### src/rtl/iter_div_unit_pkg.sv
// Shared definitions for the iterative divider: FSM state encoding and nominal latency.
package iter_div_unit_pkg;

  typedef enum logic [1:0] {
    IDLE = 2'b00,
    CALC = 2'b01,
    FIX  = 2'b10,
    DONE = 2'b11
  } div_state_e;

  localparam int DIV_DW  = 32;
  // Accept edge to out_valid on the normal path: DW iterations, one fixup, one output register.
  localparam int DIV_LAT = DIV_DW + 2;

endpackage

### src/rtl/iter_div_unit_sign_fix.sv
// Combinational sign handling for the divider: operand magnitudes going in,
// signed quotient/remainder reconstruction coming out.
module div_sign_fix
  import iter_div_unit_pkg::*;
#(
  parameter int DW = 32
) (
  input  logic          is_unsign,
  input  logic [DW-1:0] dividend,
  input  logic [DW-1:0] divisor,
  output logic          a_sign,
  output logic          b_sign,
  output logic [DW-1:0] a_mag,
  output logic [DW-1:0] b_mag,
  input  logic [DW-1:0] q_mag,
  input  logic [DW-1:0] r_mag,
  input  logic          q_neg,
  input  logic          r_neg,
  output logic [DW-1:0] quotient,
  output logic [DW-1:0] remainder
);

  // Operand signs and magnitudes; unsigned operands pass straight through.
  always_comb begin
    a_sign = ~is_unsign & dividend[DW-1];
    b_sign = ~is_unsign & divisor[DW-1];
    if (a_sign) begin
      a_mag = ~dividend + {{(DW-1){1'b0}}, 1'b1};
    end else begin
      a_mag = dividend;
    end
    if (b_sign) begin
      b_mag = ~divisor + {{(DW-1){1'b0}}, 1'b1};
    end else begin
      b_mag = divisor;
    end
  end

  // Reapply result signs computed from the registered operand signs.
  always_comb begin
    if (q_neg) begin
      quotient = ~q_mag + {{(DW-1){1'b0}}, 1'b1};
    end else begin
      quotient = q_mag;
    end
    if (r_neg) begin
      remainder = ~r_mag + {{(DW-1){1'b0}}, 1'b1};
    end else begin
      remainder = r_mag;
    end
  end

endmodule

### src/rtl/iter_div_unit.sv
// Iterative radix-2 non-restoring divider (DIV/DIVU/REM/REMU) with valid/ready handshakes.
// Optional feature macro DIV_EARLY_OUT_EN: short-circuit when |dividend| < |divisor|.
module iter_div_unit
  import iter_div_unit_pkg::*;
#(
  parameter int DW = 32
) (
  input  logic          clk,
  input  logic          rst_n,
  input  logic          in_valid,
  output logic          in_ready,
  input  logic          is_unsign,
  input  logic [DW-1:0] dividend,
  input  logic [DW-1:0] divisor,
  input  logic          flush,
  output logic          out_valid,
  input  logic          out_ready,
  output logic [DW-1:0] quotient,
  output logic [DW-1:0] remainder,
  output logic          div_zero
);

  localparam int CW = $clog2(DW);
  localparam logic [DW-1:0] MIN_NEG  = {1'b1, {(DW-1){1'b0}}};
  localparam logic [CW-1:0] CNT_LAST = CW'(DW - 1);

  div_state_e state_r, state_nxt_s;

  logic [DW:0]   rem_r;
  logic [DW-1:0] quo_r;
  logic [DW-1:0] dvs_r;
  logic [CW-1:0] cnt_r;
  logic          a_sign_r, b_sign_r, uns_r;
  logic [DW-1:0] quotient_r, remainder_r;
  logic          div_zero_r, out_valid_r;

  logic          in_ready_s, accept_s, calc_en_s, fix_en_s, out_valid_nxt_s;
  logic          a_sign_s, b_sign_s;
  logic [DW-1:0] a_mag_s, b_mag_s;
  logic          dz_s, ovf_s, early_s, short_s, short_dz_s;
  logic [DW-1:0] short_q_s, short_r_s;
  logic [DW:0]   shift_s, rem_step_s, rem_fix_s;
  logic [DW-1:0] quo_step_s;
  logic [DW-1:0] fix_q_s, fix_r_s;
  logic          cnt_last_s;

  div_sign_fix #(.DW(DW)) u_sign_fix (
    .is_unsign (is_unsign),
    .dividend  (dividend),
    .divisor   (divisor),
    .a_sign    (a_sign_s),
    .b_sign    (b_sign_s),
    .a_mag     (a_mag_s),
    .b_mag     (b_mag_s),
    .q_mag     (quo_r),
    .r_mag     (rem_fix_s[DW-1:0]),
    .q_neg     (~uns_r & (a_sign_r ^ b_sign_r)),
    .r_neg     (~uns_r & a_sign_r),
    .quotient  (fix_q_s),
    .remainder (fix_r_s)
  );

  assign dz_s  = (divisor == {DW{1'b0}});
  assign ovf_s = ~is_unsign & (dividend == MIN_NEG) & (divisor == {DW{1'b1}});
`ifdef DIV_EARLY_OUT_EN
  assign early_s = (a_mag_s < b_mag_s);
`else
  assign early_s = 1'b0;
`endif

  // Requests resolved at accept time, bypassing the iteration; divide-by-zero has priority.
  always_comb begin
    short_s    = 1'b0;
    short_dz_s = 1'b0;
    short_q_s  = {DW{1'b0}};
    short_r_s  = {DW{1'b0}};
    if (dz_s) begin
      short_s    = 1'b1;
      short_dz_s = 1'b1;
      short_q_s  = {DW{1'b1}};
      short_r_s  = dividend;
    end else if (ovf_s) begin
      short_s   = 1'b1;
      short_q_s = dividend;
    end else if (early_s) begin
      short_s   = 1'b1;
      short_r_s = dividend;
    end else begin
      short_s = 1'b0;
    end
  end

  // One non-restoring step; the wrap of the DW+1-bit remainder cancels because the true value stays in [-D, D).
  always_comb begin
    shift_s    = {rem_r[DW-1:0], quo_r[DW-1]};
    if (rem_r[DW]) begin
      rem_step_s = shift_s + {1'b0, dvs_r};
    end else begin
      rem_step_s = shift_s - {1'b0, dvs_r};
    end
    quo_step_s = {quo_r[DW-2:0], ~rem_step_s[DW]};
    if (rem_r[DW]) begin
      rem_fix_s = rem_r + {1'b0, dvs_r};
    end else begin
      rem_fix_s = rem_r;
    end
    cnt_last_s = (cnt_r == CNT_LAST);
  end

  // FSM state register.
  always_ff @(posedge clk or negedge rst_n) begin
    if (!rst_n) begin
      state_r <= IDLE;
    end else begin
      state_r <= state_nxt_s;
    end
  end

  // FSM next-state logic; flush overrides every state.
  always_comb begin
    state_nxt_s = state_r;
    if (flush) begin
      state_nxt_s = IDLE;
    end else begin
      case (state_r)
        IDLE: begin
          if (accept_s) begin
            state_nxt_s = short_s ? DONE : CALC;
          end else begin
            state_nxt_s = IDLE;
          end
        end
        CALC:    state_nxt_s = cnt_last_s ? FIX : CALC;
        FIX:     state_nxt_s = DONE;
        DONE: begin
          if (out_valid_r && out_ready) begin
            state_nxt_s = IDLE;
          end else begin
            state_nxt_s = DONE;
          end
        end
        default: state_nxt_s = IDLE;
      endcase
    end
  end

  // FSM outputs: handshake and datapath enables.
  always_comb begin
    in_ready_s      = 1'b0;
    accept_s        = 1'b0;
    calc_en_s       = 1'b0;
    fix_en_s        = 1'b0;
    out_valid_nxt_s = 1'b0;
    case (state_r)
      IDLE: begin
        in_ready_s = 1'b1;
        accept_s   = in_valid & ~flush;
      end
      CALC:    calc_en_s = ~flush;
      FIX:     fix_en_s  = ~flush;
      DONE:    out_valid_nxt_s = ~flush & ~(out_valid_r & out_ready);
      default: in_ready_s = 1'b0;
    endcase
  end

  // Operand capture and iteration state.
  always_ff @(posedge clk or negedge rst_n) begin
    if (!rst_n) begin
      rem_r    <= {(DW+1){1'b0}};
      quo_r    <= {DW{1'b0}};
      dvs_r    <= {DW{1'b0}};
      cnt_r    <= {CW{1'b0}};
      a_sign_r <= 1'b0;
      b_sign_r <= 1'b0;
      uns_r    <= 1'b0;
    end else if (accept_s) begin
      rem_r    <= {(DW+1){1'b0}};
      quo_r    <= a_mag_s;
      dvs_r    <= b_mag_s;
      cnt_r    <= {CW{1'b0}};
      a_sign_r <= a_sign_s;
      b_sign_r <= b_sign_s;
      uns_r    <= is_unsign;
    end else if (calc_en_s) begin
      rem_r <= rem_step_s;
      quo_r <= quo_step_s;
      cnt_r <= cnt_r + 1'b1;
    end
  end

  // Result registers, loaded either at a short-path accept or in FIX, then held through DONE.
  always_ff @(posedge clk or negedge rst_n) begin
    if (!rst_n) begin
      quotient_r  <= {DW{1'b0}};
      remainder_r <= {DW{1'b0}};
      div_zero_r  <= 1'b0;
    end else if (accept_s && short_s) begin
      quotient_r  <= short_q_s;
      remainder_r <= short_r_s;
      div_zero_r  <= short_dz_s;
    end else if (fix_en_s) begin
      quotient_r  <= fix_q_s;
      remainder_r <= fix_r_s;
      div_zero_r  <= 1'b0;
    end
  end

  // out_valid lags entry into DONE by one cycle.
  always_ff @(posedge clk or negedge rst_n) begin
    if (!rst_n) begin
      out_valid_r <= 1'b0;
    end else begin
      out_valid_r <= out_valid_nxt_s;
    end
  end

  assign in_ready  = in_ready_s;
  assign out_valid = out_valid_r;
  assign quotient  = quotient_r;
  assign remainder = remainder_r;
  assign div_zero  = div_zero_r;

endmodule

### config.mk
export PLATFORM = sky130hd
export DESIGN_NAME = iter_div_unit
export DESIGN_NICKNAME = d
export VERILOG_FILES = /design/src/rtl/iter_div_unit_pkg.sv /design/src/rtl/iter_div_unit_sign_fix.sv /design/src/rtl/iter_div_unit.sv
export SDC_FILE = /design/constraint.sdc
export NUM_CORES = 1
export LEC_CHECK = 0
export CAP_MARGIN = 20
export CORE_ASPECT_RATIO = 1.75
export CORE_MARGIN = 2
export CORE_UTILIZATION = 40
export CTS_CLUSTER_SIZE = 25
export DETAILED_ROUTE_END_ITERATION = 12
export PLACE_DENSITY_LB_ADDON = 0.1
export SYNTH_ARGS = -nofsm -noshare
export SYNTH_HDL_FRONTEND = slang
export SYNTH_SLANG_ARGS = --single-unit
export TNS_END_PERCENT = 1
### constraint.sdc
create_clock -name clk -period 6.75 [get_ports clk]
set_input_delay 1.6875 -clock clk [delete_from_list [all_inputs] [get_ports clk]]
set_output_delay 1.6875 -clock clk [all_outputs]
set_load 0.03 [all_outputs]
; Yosys cells after proc, flatten, opt, wreduce, memory -nomap -nowiden
; Index checks and enable logic that the tools add are counted.
[classes]
bitwise_logic = 19
n_addsub = 8
muxes = 35
n_eq_ne = 6
reduce_logical = 6
[op_table]
columns = cell, n
row1 = 32-bit two-way mux, 14
row2 = 32-bit by 1-bit adder with 32-bit output (second input constant), 4
row3 = 32-bit inverter, 4
row4 = 33-bit two-way mux, 3
row5 = 32-bit equality test (second input constant), 2
row6 = 33-bit by 32-bit adder with 33-bit output, 1
row7 = 33-bit by 32-bit subtractor with 33-bit output, 1
row8 = 32-bit adder, 1
row9 = 32-bit logical NOT, 1
row10 = 1-bit two-way mux, 10
row11 = 2-bit two-way mux, 5
row12 = 5-bit two-way mux, 2
row13 = 1-bit AND, 9
row14 = 2-bit one-hot mux with 4 select lines, 1
row15 = 5-bit by 1-bit adder with 5-bit output (second input constant), 1
row16 = 5-bit equality test (second input constant), 1
row17 = 1-bit inverter, 5
row18 = 2-bit equality test (second input constant), 2
row19 = 2-bit nonzero test, 2
row20 = 2-bit by 1-bit equality test with 1-bit output (second input constant), 1
row21 = 1-bit logical AND, 2
row22 = 2-bit logical NOT, 1
row23 = 1-bit XOR, 1
[totals]
wordCells = 86
inputBits = 70
reg_bits = 173
out_inout_bits = 67

; Depth between registers and ports, before layout
[depth]
ltp_word = 9
ltp_mapped = 22

; Hierarchy
; Synthesis repeated with hierarchy kept, for this count alone.
[hier_totals]
cells_unflattened = 1793
hier_area_um2 = 14706.6
[modules_own_cells]
columns = mod, area_each_um2, n_inst, seq_area_each_um2, cells_each
row1 = iter_div_unit, 11847.6, 1, 4329.2, 1380
row2 = div_sign_fix, 2859.0, 1, 0.0, 413

; Worst setup path after synthesis
; No wires, ideal clock.
[synth_timing]
path_type = register -> register
startpoint = register rem_r[32]
endpoint = register quo_r[0]
setup_time_ns = 0.118
slack_ns = 1.584
path_stages_with_launch = 23
period_less_slack_ns = 5.166
arrival_time_ns = 5.048
n_path_buf = 7
required_time_ns = 6.632
cell_sequence = dfrtp_1 buf_2 buf_1 buf_1 clkbuf_1 buf_1 clkbuf_1 buf_1 nor2_1 xor2_1 ha_1 nor2b_1 o21ai_0 a21boi_0 o21a_1 o21ai_0 a21oi_1 a31oi_1 o31ai_1 a21oi_1 o31ai_1 xnor2_1 a21o_1
[synth_via]
elab_chain_len = 4
[synth_lines]
columns = element, line_no
row1 = start: declaration, iter_div_unit.sv:29  ; logic [DW:0] rem_r;
row2 = start signal: assignment, iter_div_unit.sv:169  ; rem_r <= {(DW+1){1'b0}};
row3 = start signal: assignment, iter_div_unit.sv:177  ; rem_r <= {(DW+1){1'b0}};
row4 = start signal: assignment, iter_div_unit.sv:185  ; rem_r <= rem_step_s;
row5 = 33-bit two-way mux, iter_div_unit.sv:96  ; if (rem_r[DW]) begin
row6 = 1-bit inverter, iter_div_unit.sv:101  ; quo_step_s = {quo_r[DW-2:0], ~rem_step_s[DW]};
row7 = 32-bit two-way mux, iter_div_unit.sv:184  ; end else if (calc_en_s) begin
row8 = 32-bit two-way mux, iter_div_unit.sv:176  ; end else if (accept_s) begin
row9 = end signal: assignment, iter_div_unit.sv:170  ; quo_r <= {DW{1'b0}};
row10 = end signal: assignment, iter_div_unit.sv:178  ; quo_r <= a_mag_s;
row11 = end signal: assignment, iter_div_unit.sv:186  ; quo_r <= quo_step_s;
row12 = end: declaration, iter_div_unit.sv:30  ; logic [DW-1:0] quo_r;
; Every way passes these cells. The select of a mux whose other input is x is not followed.
; A chain may end at the register's enable or synchronous reset.

; Worst setup path in the final report
[layout_timing]
startpoint = register dvs_r[3]
endpoint = register rem_r[32]
[layout_via]
elab_chain_len = 4
elab_cells_between_ends = 5
[layout_lines]
columns = element, line_no
row1 = start: declaration, iter_div_unit.sv:31  ; logic [DW-1:0] dvs_r;
row2 = start signal: assignment, iter_div_unit.sv:171  ; dvs_r <= {DW{1'b0}};
row3 = start signal: assignment, iter_div_unit.sv:179  ; dvs_r <= b_mag_s;
row4 = 33-bit by 32-bit subtractor with 33-bit output or 33-bit by 32-bit adder with 33-bit output (tied branches), "iter_div_unit.sv:99, iter_div_unit.sv:97"
row5 = 33-bit two-way mux *, iter_div_unit.sv:96
row6 = 33-bit two-way mux *, iter_div_unit.sv:184
row7 = 33-bit two-way mux *, iter_div_unit.sv:176
; Mark *: on every way between the ends. The rest lies on a longest branch, timed or not. The select of a mux whose other input is x is not followed.

==> impl_results.md <==
* Hold depth at 2
* Slew @ Worst Pin at 1.09 ns
* Syn avg cell area at between 7 and 8 µm²
* Crit path max-delay family: simple AND/OR/NAND/NOR gates
* Worst Hold End: div_zero
* Crit Path Category: reg -> reg
* Synth async-reset ratio at 100%
* Drt total wl at 50,500 µm
* Setup_tns at 0 ns
* Hold buffer count at CTS at 0
* Antenna Nets Post-Route at 0
* Worst R2R End: rem_r[32]
* Req. time, crit path at 7.06 ns
* Power density cells at between 300 and 400 mW/mm²
* RSZ-0062 raised after global routing: no
* Clock sinks at roughly 170
* Fin crit period at 5.30 ns
* Final Cell Area at 0.0169 mm²
* Area share of the largest cell type after synthesis at 29.8%
* Crit path DAT at 5.61 ns
* Synth Instances at roughly 1,900
* P&R area growth vs syn at 16.7%
* Nets at 2,083
* Synth Register Bits at between 150 and 200
* Top-count cell post-synth: nand2_1
* Critical path endpoint category: flop
* Critical Path, Cell by Cell: buf_4, or3_1, nor3b_1, nor2b_1, buf_4, nand2_1, nor4_1, a21oi_1, xor2_1, ha_1, a21o_1, a21o_1, a21o_1, a21oi_1, o21bai_1, a21oi_1, o31ai_1, xnor2_1, o21ai_0
* Mapped Area at 0.0145 mm²
* Post-CTS Resized at 0
* First-pass GRT wire length at 78,700 µm
* H-Tree Depth at 4
* Post-synth net total at 2,001
* Final setup violation count at 0
* Dpl cell area at roughly 0.016 mm²
* Status: finished, final reports clean
* Seq/Total Area, Yosys at between 20% and 30%
* Synth area leaders: dfrtp_1 30%, nand2_1 6.9%, ha_1 6.1%, xor2_1 6.0%, xnor2_1 5.4%
* Slew Viols, Final at 0
* Fill cells at 3,614
* Worst skew pair latency at between 0.4 and 0.5 ns
* Routed WL per cell at 20.8 µm
* Share of cells above drive strength 1 at roughly 4.7%
* Crit-path max cell delay at 0.77 ns
* CTS tree: done
* Post-synth EDFFs at 0
* Maximum VDD drop at 0.000174 V
* Initial antenna violation count at 0
* Util after Layout at 47.2%
* Core box area at 0.0359 mm²
* Rows at 92
* Reg2reg path depth at 19
* Hold Violations, Final at 0
* Pin count of the biggest net entering global routing at 95
* Synth Warn # at 0
* Fmax at roughly 190 MHz
* Most common flop cell mapped by yosys: dfrtp_1
* Final Skew at 0.0148 ns
* Die area at 0.0379 mm²
* Root Driver: clkbuf_16
* Die Wd at 148 µm
* Final hold slack at ~0.48 ns
* Number of I/O pins at 137
* Min-delay src: div_zero
* HPWL after DPL at 38,700 µm
* Crit path max fanout at 5
* Netlist cell types at 84
* GRT overflow at 0
* Max-cap viol count at 0
* RePlAce Congestion at between 0.9 and 1
* Worst-path clk slew at 0.07 ns
* Inserted Diodes at 0
* Hold/Removal Path Class: reg -> reg
* CP max stage cell: nor4_1
* Via count of the routed design at about 14,000
* R2r startpoint: dvs_r[3]
* Yosys top cell by area: dfrtp_1
* Die Span Y at 256 µm
* Vias in the first global route at around 14,000
* Total Routing Usage GR at 26.6%
* Initial drt markers at 977
* CTS Buf Count at 17
* Vias per cell at 5.82
* Setup bufs post-CTS at 0
* Pre-Repair DR Iteration Count at 5
* I/O Buffers at 136
* Initial Util at 40.4%
* Worst setup SP type: flop
* DRC viols at 0
* R2r setup slk at approximately 1.5 ns
* Synth top cells by count: 268 x nand2_1, 173 x dfrtp_1, 168 x nor2_1
* Clock Tree Buf Depth at 2
* Period Utilization, post-route at 78.5%
* Leakage at 7.35 nW
* CP bufs+invs at 2
* Slew margin rel. at between 20 and 30%
worst min-delay path: stages (launching register included):
cell and delay (ns):
dfrtp_1 0.35, nand2_1 0.05, nand2_1 0.05
power by group:
group          leakage [nW]  switching [mW]  internal, mW  total, mW
logic                  4.80            2.08          1.47       3.55
clock network         0.306           0.509         0.608       1.12
registers              2.25           0.302          1.20       1.50
total                  7.35            2.89          3.28       6.17
state kept, by name (all words and copies together), names as in the netlist:
name       flops
rem_r         33
dvs_r         32
quo_r         32
quotient      32
remainder     32
cnt_r          5
state_r        2
a_sign_r       1
b_sign_r       1
div_zero       1
out_valid      1
uns_r          1
cell type report:
type	count	area (µm²)	share of cell area (%)
Clock buffer	18	439	2.59
Clock inverter	14	196	1.16
Inverter	39	146	0.864
Multi-Input combinational cell	1546	9680	57.1
Sequential cell	173	4330	25.5
Tap cell	470	588	3.47
Timing Repair Buffer	163	1570	9.25
cells by family after synthesis:
family / count (synthesis) / share of synthesized area, %
fa+ha+maj: 73 / 6.39
xor+xnor: 190 / 11.5
flops: 173 / 29.8
compound gates: 547 / 24.2
buf+inv: 139 / 3.71
mux: 18 / 1.28
simple gates: 718 / 23.1
cell usage in the layout, fill, tap and decap left out, types with 15 or more instances in the layout:
| cell | instances |
|---|---|
| nand2_1 | 266 |
| dfrtp_1 | 172 |
| nor2_1 | 167 |
| o21ai_0 | 147 |
| clkdlybuf4s50_1 | 135 |
| a21oi_1 | 131 |
| xor2_1 | 100 |
| xnor2_1 | 90 |
| ha_1 | 71 |
| nand3_1 | 57 |
| nor3_1 | 50 |
| a31oi_1 | 48 |
| inv_1 | 38 |
| a21o_1 | 37 |
| nand4_1 | 27 |
| buf_4 | 27 |
| nor4_1 | 26 |
| a22o_1 | 25 |
| o31ai_1 | 24 |
| nor2b_1 | 18 |
| clkbuf_16 | 17 |
| or3_1 | 15 |
| nand2b_1 | 15 |
| o21a_1 | 15 |
per-layer routing:
layer	GRT usage, %	share of wire [%]	vias to the layer above
met4	14.7	6.0	0
met1	29.7	38	6777
met5	0	0	-
met2	48.6	52	351
li1	-	-	6866
met3	2.85	3.5	98
worst max-delay path by stage:
| stage | from | end | slack [ns] | cells after the start |
|---|---|---|---|---|
| 6_report | dvs_r[3] | rem_r[32] | 1.45 | 19 |
| 5_1_grt | dvs_r[3] | rem_r[32] | 1.12 | 19 |
| 4_1_cts | dvs_r[3] | rem_r[32] | 1.54 | 19 |
| 3_5_place_dp | dividend[0] | quotient[1] | 1.22 | 13 |
| 3_3_place_gp | dividend[0] | quotient[1] | 1.30 | 13 |
| 2_1_floorplan | rem_r[32] | quo_r[0] | 1.58 | 22 |
per-stage QoR:
stage	worst slack (ns)	instances	total power, mW
after detailed placement	1.22	2391	5.03
after global routing	1.12	2423	6.66
after CTS	1.54	2423	6.18
final	1.45	2423	6.17
after global placement	1.30	2391	4.99
after floorplan	1.58	1858	4.13
No activity file was read; power rests on OpenSTA's default activity.
